--- config.mk ---
export PLATFORM = sky130hd
export DESIGN_NAME = instr_prefetch_buffer
export DESIGN_NICKNAME = d
export VERILOG_FILES = /design/src/rtl/fetch_pkg.sv /design/src/rtl/fetch_fifo.sv /design/src/rtl/instr_prefetch_buffer.sv
export SDC_FILE = /design/constraint.sdc
export NUM_CORES = 1
export LEC_CHECK = 0
export CAP_MARGIN = 5
export CELL_PAD_IN_SITES_DETAIL_PLACEMENT = 0
export CELL_PAD_IN_SITES_GLOBAL_PLACEMENT = 2
export CORE_MARGIN = 8
export CORE_UTILIZATION = 43
export DETAILED_ROUTE_END_ITERATION = 8
export PLACE_DENSITY = 0.89
export SYNTH_ARGS = -nofsm -noshare
export SYNTH_HDL_FRONTEND = slang
export SYNTH_SLANG_ARGS = --single-unit
--- constraint.sdc ---
create_clock -name clk -period 8.9 [get_ports clk]
set_input_delay 0.89 -clock clk [delete_from_list [all_inputs] [get_ports clk]]
set_output_delay 0.89 -clock clk [all_outputs]
set_load 0.03 [all_outputs]
--- src/rtl/fetch_pkg.sv ---
// fetch_pkg: shared types and constants for the instruction fetch front end.
package fetch_pkg;
    localparam logic [31:0] RV_NOP = 32'h0000_0013;
    typedef struct packed {
        logic [31:0] pc;
        logic [31:0] instr;
    } fetch_entry_t;
endpackage

--- src/rtl/fetch_fifo.sv ---
// fetch_fifo: small FIFO of fetch entries with push/pop/flush; occupancy is tracked by count.
module fetch_fifo
    import fetch_pkg::*;
#(
    parameter int DEPTH = 4
) (
    input  logic                       clk,
    input  logic                       rst,
    input  logic                       push,
    input  logic                       pop,
    input  logic                       flush,
    input  fetch_entry_t               din,
    output fetch_entry_t               head,
    output logic [$clog2(DEPTH+1)-1:0] count
);
    localparam int PW = $clog2(DEPTH);
    localparam int CW = $clog2(DEPTH + 1);

    fetch_entry_t mem [DEPTH];
    logic [PW-1:0] rd_ptr, wr_ptr;

    always_ff @(posedge clk or posedge rst) begin
        if (rst) begin
            rd_ptr <= '0;
            wr_ptr <= '0;
            count  <= '0;
        end else if (flush) begin
            rd_ptr <= '0;
            wr_ptr <= '0;
            count  <= '0;
        end else begin
            if (push) wr_ptr <= wr_ptr + PW'(1);
            if (pop) rd_ptr <= rd_ptr + PW'(1);
            count <= count + CW'(push) - CW'(pop);
        end
    end

    always_ff @(posedge clk) begin
        if (push && !flush) mem[wr_ptr] <= din;
    end

    assign head = mem[rd_ptr];
endmodule

--- src/rtl/instr_prefetch_buffer.sv ---
// instr_prefetch_buffer: owns the fetch PC, captures returned words with their PC into a FIFO
// and presents them to decode; redirects flush the FIFO and retarget the fetch PC.
module instr_prefetch_buffer
    import fetch_pkg::*;
#(
    parameter int          DEPTH    = 4,
    parameter logic [31:0] RESET_PC = 32'h0000_0000
) (
    input  logic                       clk,
    input  logic                       rst,
    input  logic                       redirect_i,
    input  logic [31:0]                redirect_pc_i,
    output logic [31:0]                imem_addr_o,
    input  logic [31:0]                imem_instr_i,
    output logic                       instr_valid_o,
    input  logic                       instr_ready_i,
    output logic [31:0]                instr_o,
    output logic [31:0]                pc_o,
    output logic [$clog2(DEPTH+1)-1:0] count_o
);
    localparam int CW = $clog2(DEPTH + 1);

    logic         pop, push, unused_lsb;
    logic [31:0]  fetch_pc;
    fetch_entry_t head;

    assign unused_lsb    = ^redirect_pc_i[1:0];
    assign instr_valid_o = count_o != '0;
    assign pop           = instr_valid_o & instr_ready_i;
    assign push          = ~redirect_i & ((count_o != CW'(DEPTH)) | pop);
    assign imem_addr_o   = fetch_pc;
    assign instr_o       = instr_valid_o ? head.instr : RV_NOP;
    assign pc_o          = instr_valid_o ? head.pc : 32'h0;

    always_ff @(posedge clk or posedge rst) begin
        if (rst) fetch_pc <= RESET_PC;
        else if (redirect_i) fetch_pc <= {redirect_pc_i[31:2], 2'b00};
        else if (push) fetch_pc <= fetch_pc + 32'd4;
    end

    // the head consumed in a redirect cycle is squashed by decode; flush wins inside the FIFO
    fetch_fifo #(.DEPTH(DEPTH)) u_fifo (
        .clk  (clk),
        .rst  (rst),
        .push (push),
        .pop  (pop),
        .flush(redirect_i),
        .din  ('{pc: fetch_pc, instr: imem_instr_i}),
        .head (head),
        .count(count_o)
    );
endmodule

==> impl_metrics.csv, run 1 <==
group,metric,value,unit
grt,grt.met3_usage,0.0369,
synthesis,synth.cell_area,0.0116,mm2
timing,min_period_over_period,0.493,
grt,met1_track_utilization_from_global_routing,0.209,
timing,finalMaxSlewViolations,0,
route,dr.pass1.iters,5,
timing,final.setup_skew,0.0121,ns
pwr,power.total,4510,uW
synthesis,synth.lib_cells_used.distinct,45,
timing,holdWs,0.572,ns
timing,post-route-min-period,4.39,ns
die,floorplan.initialDensity,0.435,
grt,grt.overflow.total,0,
cells_and_area,drive_above_1_share,0.143,
clock_network,tritoncts_buffer_count,30,
timing,total_neg_setup_slack,0,ns
grt,number_of_global_route_vias_before_repair,6825,
setup_path,crit_path_max_incr_delay,0.82,ns
clock_network,cts_setup_buffers,0,
synthesis,yosysTopAreaCellShare,0.641,
clock_network,clkSlewWorstSetupHoldPaths,0.06,ns
route,viasPerCell,5.45,
cells_and_area,filler_cell_count,2155,
status,run_status,"finished clean",
synthesis,synth_warnings,0,
setup_path,path_max_fanout,35,
synthesis,asyncSetResetFlopFracSynth,0.130,
timing,fmax,0.228,GHz
synthesis,top_cell_types_by_occurrence_after_synthesis,"edfxtp_1, mux4_2, and2_1",
clock_network,clock_sinks,285,
cells_and_area,final_util,0.547,
synthesis,postSynth.topFlopCell,"edfxtp_1",
placement,port_buffers,161,
die,fp.dieH,180,um
synthesis,synth_edf_count,248,
placement,weighted_congestion_reported_at_the_end_of_routability_driven_placement,0.713,
setup_path,cp_cell_sequence,"buf_4 -> mux4_2 -> and2_1 -> clkdlybuf4s50_1",
synthesis,yosysMostFrequentCell,"edfxtp_1",
clock_network,clock_insertion_delay_worst_skew,0.54,ns
cells_and_area,net_total_in_the_final_layout,890,
cells_and_area,antenna-diode-count,0,
clock_network,cts_hold_repair.buffers,0,
grt,gr-usage-all-layers,0.157,
die,row_count,60,
route,dr.first_iter.drc_count,354,
die,coreArea,0.0267,mm2
pwr,power_density,309,mW/mm2
grt,global_route.peak_usage_layer,"met2",
min_path,holdCritPathClass,"reg -> reg",
route,detail_route.wirelength,25500,um
timing,report.final.setup_viol,0,
route,route.detailed.wl_per_inst,21.7,um
synthesis,yosysTopAreaCell,"edfxtp_1",
placement,detailedPlacementHpwl,15000,um
clock_network,cts_tree,"done",
route,drc_errors,0,
timing,slew_headroom,0.278,
synthesis,syn-mean-instance-area,17.8,um2
clock_network,cts-resized-gates,0,
pwr,power.leakage,0.00478,uW
clock_network,cts_root_buf,"clkbuf_16",
clock_network,cts_max_path_buffers,3,
pwr,worst_ir_drop_vdd,0.000159,V
setup_path,timing.critical_path.from_type,"flip-flop",
timing,worst_slew_pin_slew,1.07,ns
grt,maximum_number_of_pins_on_one_net_before_global_route_repair,64,
job,drv_cap,0,
synthesis,synthTopCellsByArea,"edfxtp_1, mux4_2, dfrtp_1, and2_1, or4_1",
die,dieArea,0.0325,mm2
setup_path,criticalPathCategory,"reg -> out",
setup_path,timing.critical_path.to_type,"output port",
setup_path,required,8.01,ns
clock_network,cts.htree.levels,1,
route,dr_total_vias,6417,
synthesis,synthCells,654,
cells_and_area,post-route-cell-area,0.0146,mm2
synthesis,synth-seq-area-share,0.721,
synthesis,ys_seq_elements,285,
placement,post_dp_cell_area,0.0135,mm2
die,die_x,180,um
timing,hold_violations,0,
grt,grt_use_met2,0.262,
die,pin_count,168,
timing,grt_setup_unrepaired,"false",
cells_and_area,areaGrowthSynthToFinish,25.8,%
grt,grt_pass1_wl,40500,um
route,drt.antenna.violating_nets,0,
setup_path,cpMaxStageDelayCell,"dfrtp_4",
setup_path,worstPathArrival,3.50,ns
grt,antenna_found_initial,1,
[report_power, final]
part	switching (uW)	internal, uW	leakage, uW
clock	489	834	0.000510
combinational	786	642	0.00157
sequential	133	1630	0.00270
[stage by stage]
stage	std cells	worst slack, ns
floorplan	657	5.43
global placement	1123	4.93
detailed placement	1123	4.93
CTS	1178	4.34
global route	1178	4.20
finish	1178	4.51
[per-layer routing]
metal | vias to the layer above | share of wire | routed length [um]
li1 | 2911 | - | -
met1 | 3279 | 0.44 | 11200
met2 | 191 | 0.48 | 12400
met3 | 34 | 0.062 | 1590
met4 | 2 | 0.012 | 312
met5 | - | 0.00051 | 13
[sequential cells by signal, indices dropped and copies added, names as in the netlist]
signal         cells
imem_addr_o       30
u_fifo.count       3
u_fifo.mem       248
u_fifo.rd_ptr      2
u_fifo.wr_ptr      2
[layout make-up]
| class | count | area (um2) | area share |
|---|---|---|---|
| Tap cell | 341 | 427 | 0.0292 |
| Inverter | 10 | 37.5 | 0.00257 |
| Sequential cell | 285 | 8380 | 0.574 |
| Multi-Input combinational cell | 322 | 3060 | 0.210 |
| Clock buffer | 36 | 795 | 0.0544 |
| Clock inverter | 19 | 267 | 0.0182 |
| Timing Repair Buffer | 165 | 1640 | 0.112 |
[worst paths after layout]
path | from | depth (start not counted) | end | slack (ns)
hold / removal | u_fifo.wr_ptr[1] | 2 | u_fifo.wr_ptr[1] | 0.57
setup / recovery | u_fifo.rd_ptr[0] | 4 | pc_o[31] | 4.51
min in group asynchronous | rst | 3 | imem_addr_o[25] | 0.79
max in group asynchronous | rst | 3 | u_fifo.rd_ptr[0] | 7.69
hold reg to reg | u_fifo.wr_ptr[1] | 2 | u_fifo.wr_ptr[1] | 0.57
setup reg to reg | u_fifo.count[0] | 10 | u_fifo.count[2] | 5.63
[worst max-delay path: cells and delay by family (launching register included)]
family | cells | cell delay [ns]
flip-flops | 1 | 0.82
multiplexers | 1 | 0.58
buffers and inverters | 2 | 1.37
AND/OR/NAND/NOR | 1 | 0.17
[kinds of logic (layout without fill, tap and decap cells)]
logic type | count (synthesis) | count (layout) | share of synthesized area
other cells | 1 | 4 | 0.000323
flops | 285 | 285 | 0.721
fa+ha+maj | 8 | 8 | 0.00926
buf+inv | 50 | 230 | 0.0183
xor+xnor | 13 | 13 | 0.00980
simple gates | 185 | 185 | 0.0932
mux | 63 | 63 | 0.121
compound gates | 49 | 49 | 0.0273
[layout by cell type, fill, tap and decap left out, types with 2 or more instances in the layout]
cell | synthesis | layout
nor2b_1 | 6 | 6
nor3b_1 | 2 | 2
and3_4 | 0 | 4
buf_4 | 4 | 4
dfrtp_4 | 0 | 2
xnor2_1 | 4 | 4
and3_1 | 8 | 4
o21ai_0 | 15 | 15
or2_2 | 3 | 3
nand3_1 | 16 | 16
nand3b_1 | 3 | 3
and4_1 | 4 | 4
clkinv_1 | 0 | 7
inv_1 | 10 | 9
clkdlybuf4s50_1 | 0 | 161
and2_1 | 60 | 60
o211ai_1 | 2 | 2
ha_1 | 7 | 7
clkinvlp_4 | 0 | 2
xor2_1 | 9 | 9
clkbuf_16 | 0 | 31
mux4_2 | 62 | 62
nor4_1 | 3 | 3
o31a_1 | 2 | 2
nand4_1 | 8 | 8
edfxtp_1 | 248 | 248
nand2_1 | 24 | 24
dfrtp_1 | 37 | 35
or3_1 | 4 | 4
or4_1 | 14 | 14
nor2_1 | 20 | 20
bufinv_16 | 0 | 7
clkinv_2 | 0 | 3
nor3_1 | 4 | 4
conb_1 | 1 | 4
clkbuf_1 | 27 | 5
o31ai_1 | 10 | 10
a22oi_1 | 4 | 4
a31oi_1 | 12 | 12
Power figures use the tool's default switching activity.
==> run 2, diff against run 1 <==
CORE_UTILIZATION = 40   (was 43)
PLACE_DENSITY = 0.83   (was 0.89)
clock period = 4.1 ns   (was 8.9 ns; I/O delays follow)
==> impl_metrics.csv, run 2 (synthesis results as in run 1) <==
group,metric,value,unit
die,floorplan.initialDensity,0.406,
die,pin_count,168,
pwr,net-switching-power,3070,uW
grt,grt.overflow.total,0,
cells_and_area,most_frequent_standard_cell_in_the_layout_excluding_fill_and_tap_cells,"edfxtp_1",
clock_network,cts_tree,"done",
setup_path,ff2ff_setup_slack,1.14,ns
timing,worst_slew_pin_slew,1.02,ns
clock_network,clock_sinks,285,
placement,weighted_congestion_reported_at_the_end_of_routability_driven_placement,0.721,
setup_path,timing.critical_path.from_type,"flip-flop",
route,detail_route.wirelength,25300,um
timing,post-route-min-period,3.50,ns
cells_and_area,mostFrequentLayoutCells,"edfxtp_1, clkdlybuf4s50_1, mux4_2, and2_1, dfrtp_1",
grt,antenna_found_initial,1,
pwr,switching_share,0.314,
setup_path,timing.critical_path.to_type,"output port",
die,die_x,186,um
setup_path,criticalPathCategory,"reg -> out",
timing,report.final.setup_viol,0,
placement,port_buffers,161,
clock_network,cts_hold_repair.buffers,0,
cells_and_area,areaGrowthSynthToFinish,26.7,%
die,fp.dieH,186,um
route,drc_errors,0,
cells_and_area,max_flop_register,"u_fifo.mem",
route,dr_total_vias,6283,
timing,fmax,0.286,GHz
setup_path,r2r-end,"u_fifo.count[2]",
pwr,power.leakage,0.00481,uW
clock_network,cts-resized-gates,0,
die,dieArea,0.0347,mm2
timing,hold_violations,0,
cells_and_area,filler_cell_count,2328,
cells_and_area,antenna-diode-count,0,
clock_network,cts_max_path_buffers,3,
pwr,power_density,664,mW/mm2
setup_path,required,3.69,ns
route,viasPerCell,5.12,
route,drt.antenna.violating_nets,0,
route,route.detailed.wl_per_inst,20.6,um
setup_path,path_max_fanout,37,
cells_and_area,drive_above_1_share,0.158,
min_path,holdCritPathClass,"in -> async",
grt,number_of_global_route_vias_before_repair,6669,
pwr,power.sequential.fraction,0.386,
job,drv_cap,0,
timing,min_period_over_period,0.853,
placement,detailedPlacementHpwl,15500,um
timing,final.setup_skew,0.0196,ns
clock_network,cts_root_buf,"clkbuf_16",
grt,gr-usage-all-layers,0.145,
status,run_status,"finished clean",
cells_and_area,net_total_in_the_final_layout,897,
die,coreArea,0.0286,mm2
timing,grt_setup_unrepaired,"false",
route,dr.first_iter.drc_count,308,
route,dr.pass1.iters,6,
pwr,power.clock.fraction,0.290,
clock_network,cts.htree.levels,1,
grt,grt_pass1_wl,39900,um
cells_and_area,largest_reg_flops,248,
setup_path,worstPathArrival,3.09,ns
timing,finalMaxSlewViolations,0,
placement,pre_cts_ws,1.00,ns
clock_network,tritoncts_buffer_count,29,
cells_and_area,final_util,0.514,
pwr,power.share.combinational,0.324,
setup_path,timing.rr.start,"u_fifo.count[1]",
pwr,power.total,9780,uW
die,row_count,62,
clock_network,clkSlewWorstSetupHoldPaths,0.07,ns
setup_path,reg2reg_depth,10,
clock_network,cts_setup_buffers,0,
timing,total_neg_setup_slack,0,ns
pwr,p_int,6710,uW
clock_network,clock_insertion_delay_worst_skew,0.54,ns
grt,maximum_number_of_pins_on_one_net_before_global_route_repair,63,
timing,slew_headroom,0.323,
pwr,worst_ir_drop_vdd,0.000379,V
timing,final_critical_path_setup_slack,0.602,ns
[run 2: critical path: stages, from the launching register on]
cell             delay [ns]
dfrtp_1                0.46
nor3_1                 0.53
inv_2                  0.44
buf_4                  0.33
and2_1                 0.18
clkdlybuf4s50_1        0.59
[run 2: layout make-up]
cell class / count / area, um2 / share of cell area
well taps: 384 / 480 / 0.0326
clock buffers: 30 / 729 / 0.0496
repair buffers: 173 / 1710 / 0.116
multi-input cells: 322 / 3060 / 0.208
clock inverters: 23 / 315 / 0.0214
flip-flops and latches: 285 / 8380 / 0.569
inverters: 10 / 37.5 / 0.00255
[run 2: worst max path at each step]
| stage | startpoint | endpoint | slack (ns) | cells after the start |
|---|---|---|---|---|
| after global routing | u_fifo.count[1] | pc_o[12] | 0.35 | 5 |
| after global placement | instr_ready_i | imem_addr_o[26] | 1.05 | 5 |
| after floorplan | u_fifo.count[1] | u_fifo.mem[0][0] | 0.84 | 4 |
| final | u_fifo.count[1] | instr_o[19] | 0.60 | 5 |
| after detailed placement | instr_ready_i | imem_addr_o[28] | 1.00 | 5 |
| after CTS | u_fifo.count[1] | instr_o[19] | 0.51 | 5 |
[run 2: through the flow]
step | area [um2] | hold slack [ns] | std cells
final | 14700 | 0.340 | 1227
after global routing | 14700 | 0.392 | 1227
after CTS | 14700 | 0.326 | 1227
after detailed placement | 13700 | 0.563 | 1174
after global placement | 13700 | 0.564 | 1174
after floorplan | 11600 | 0.509 | 657
[run 2: metal layers]
layer  GRT usage  share of wire
met3      0.0347          0.056
met4      0.0292          0.013
met1       0.190           0.45
met2       0.242           0.48
met5           0        0.00051
[run 2: power by group through the flow]
stage	Clock, uW	Combinational (uW)	Sequential, uW
finish	2840	3160	3770
global route	3010	3410	3820
CTS	2900	3250	3790
detailed placement	0	3250	3850
global placement	0	3240	3830
floorplan	0	1960	3800
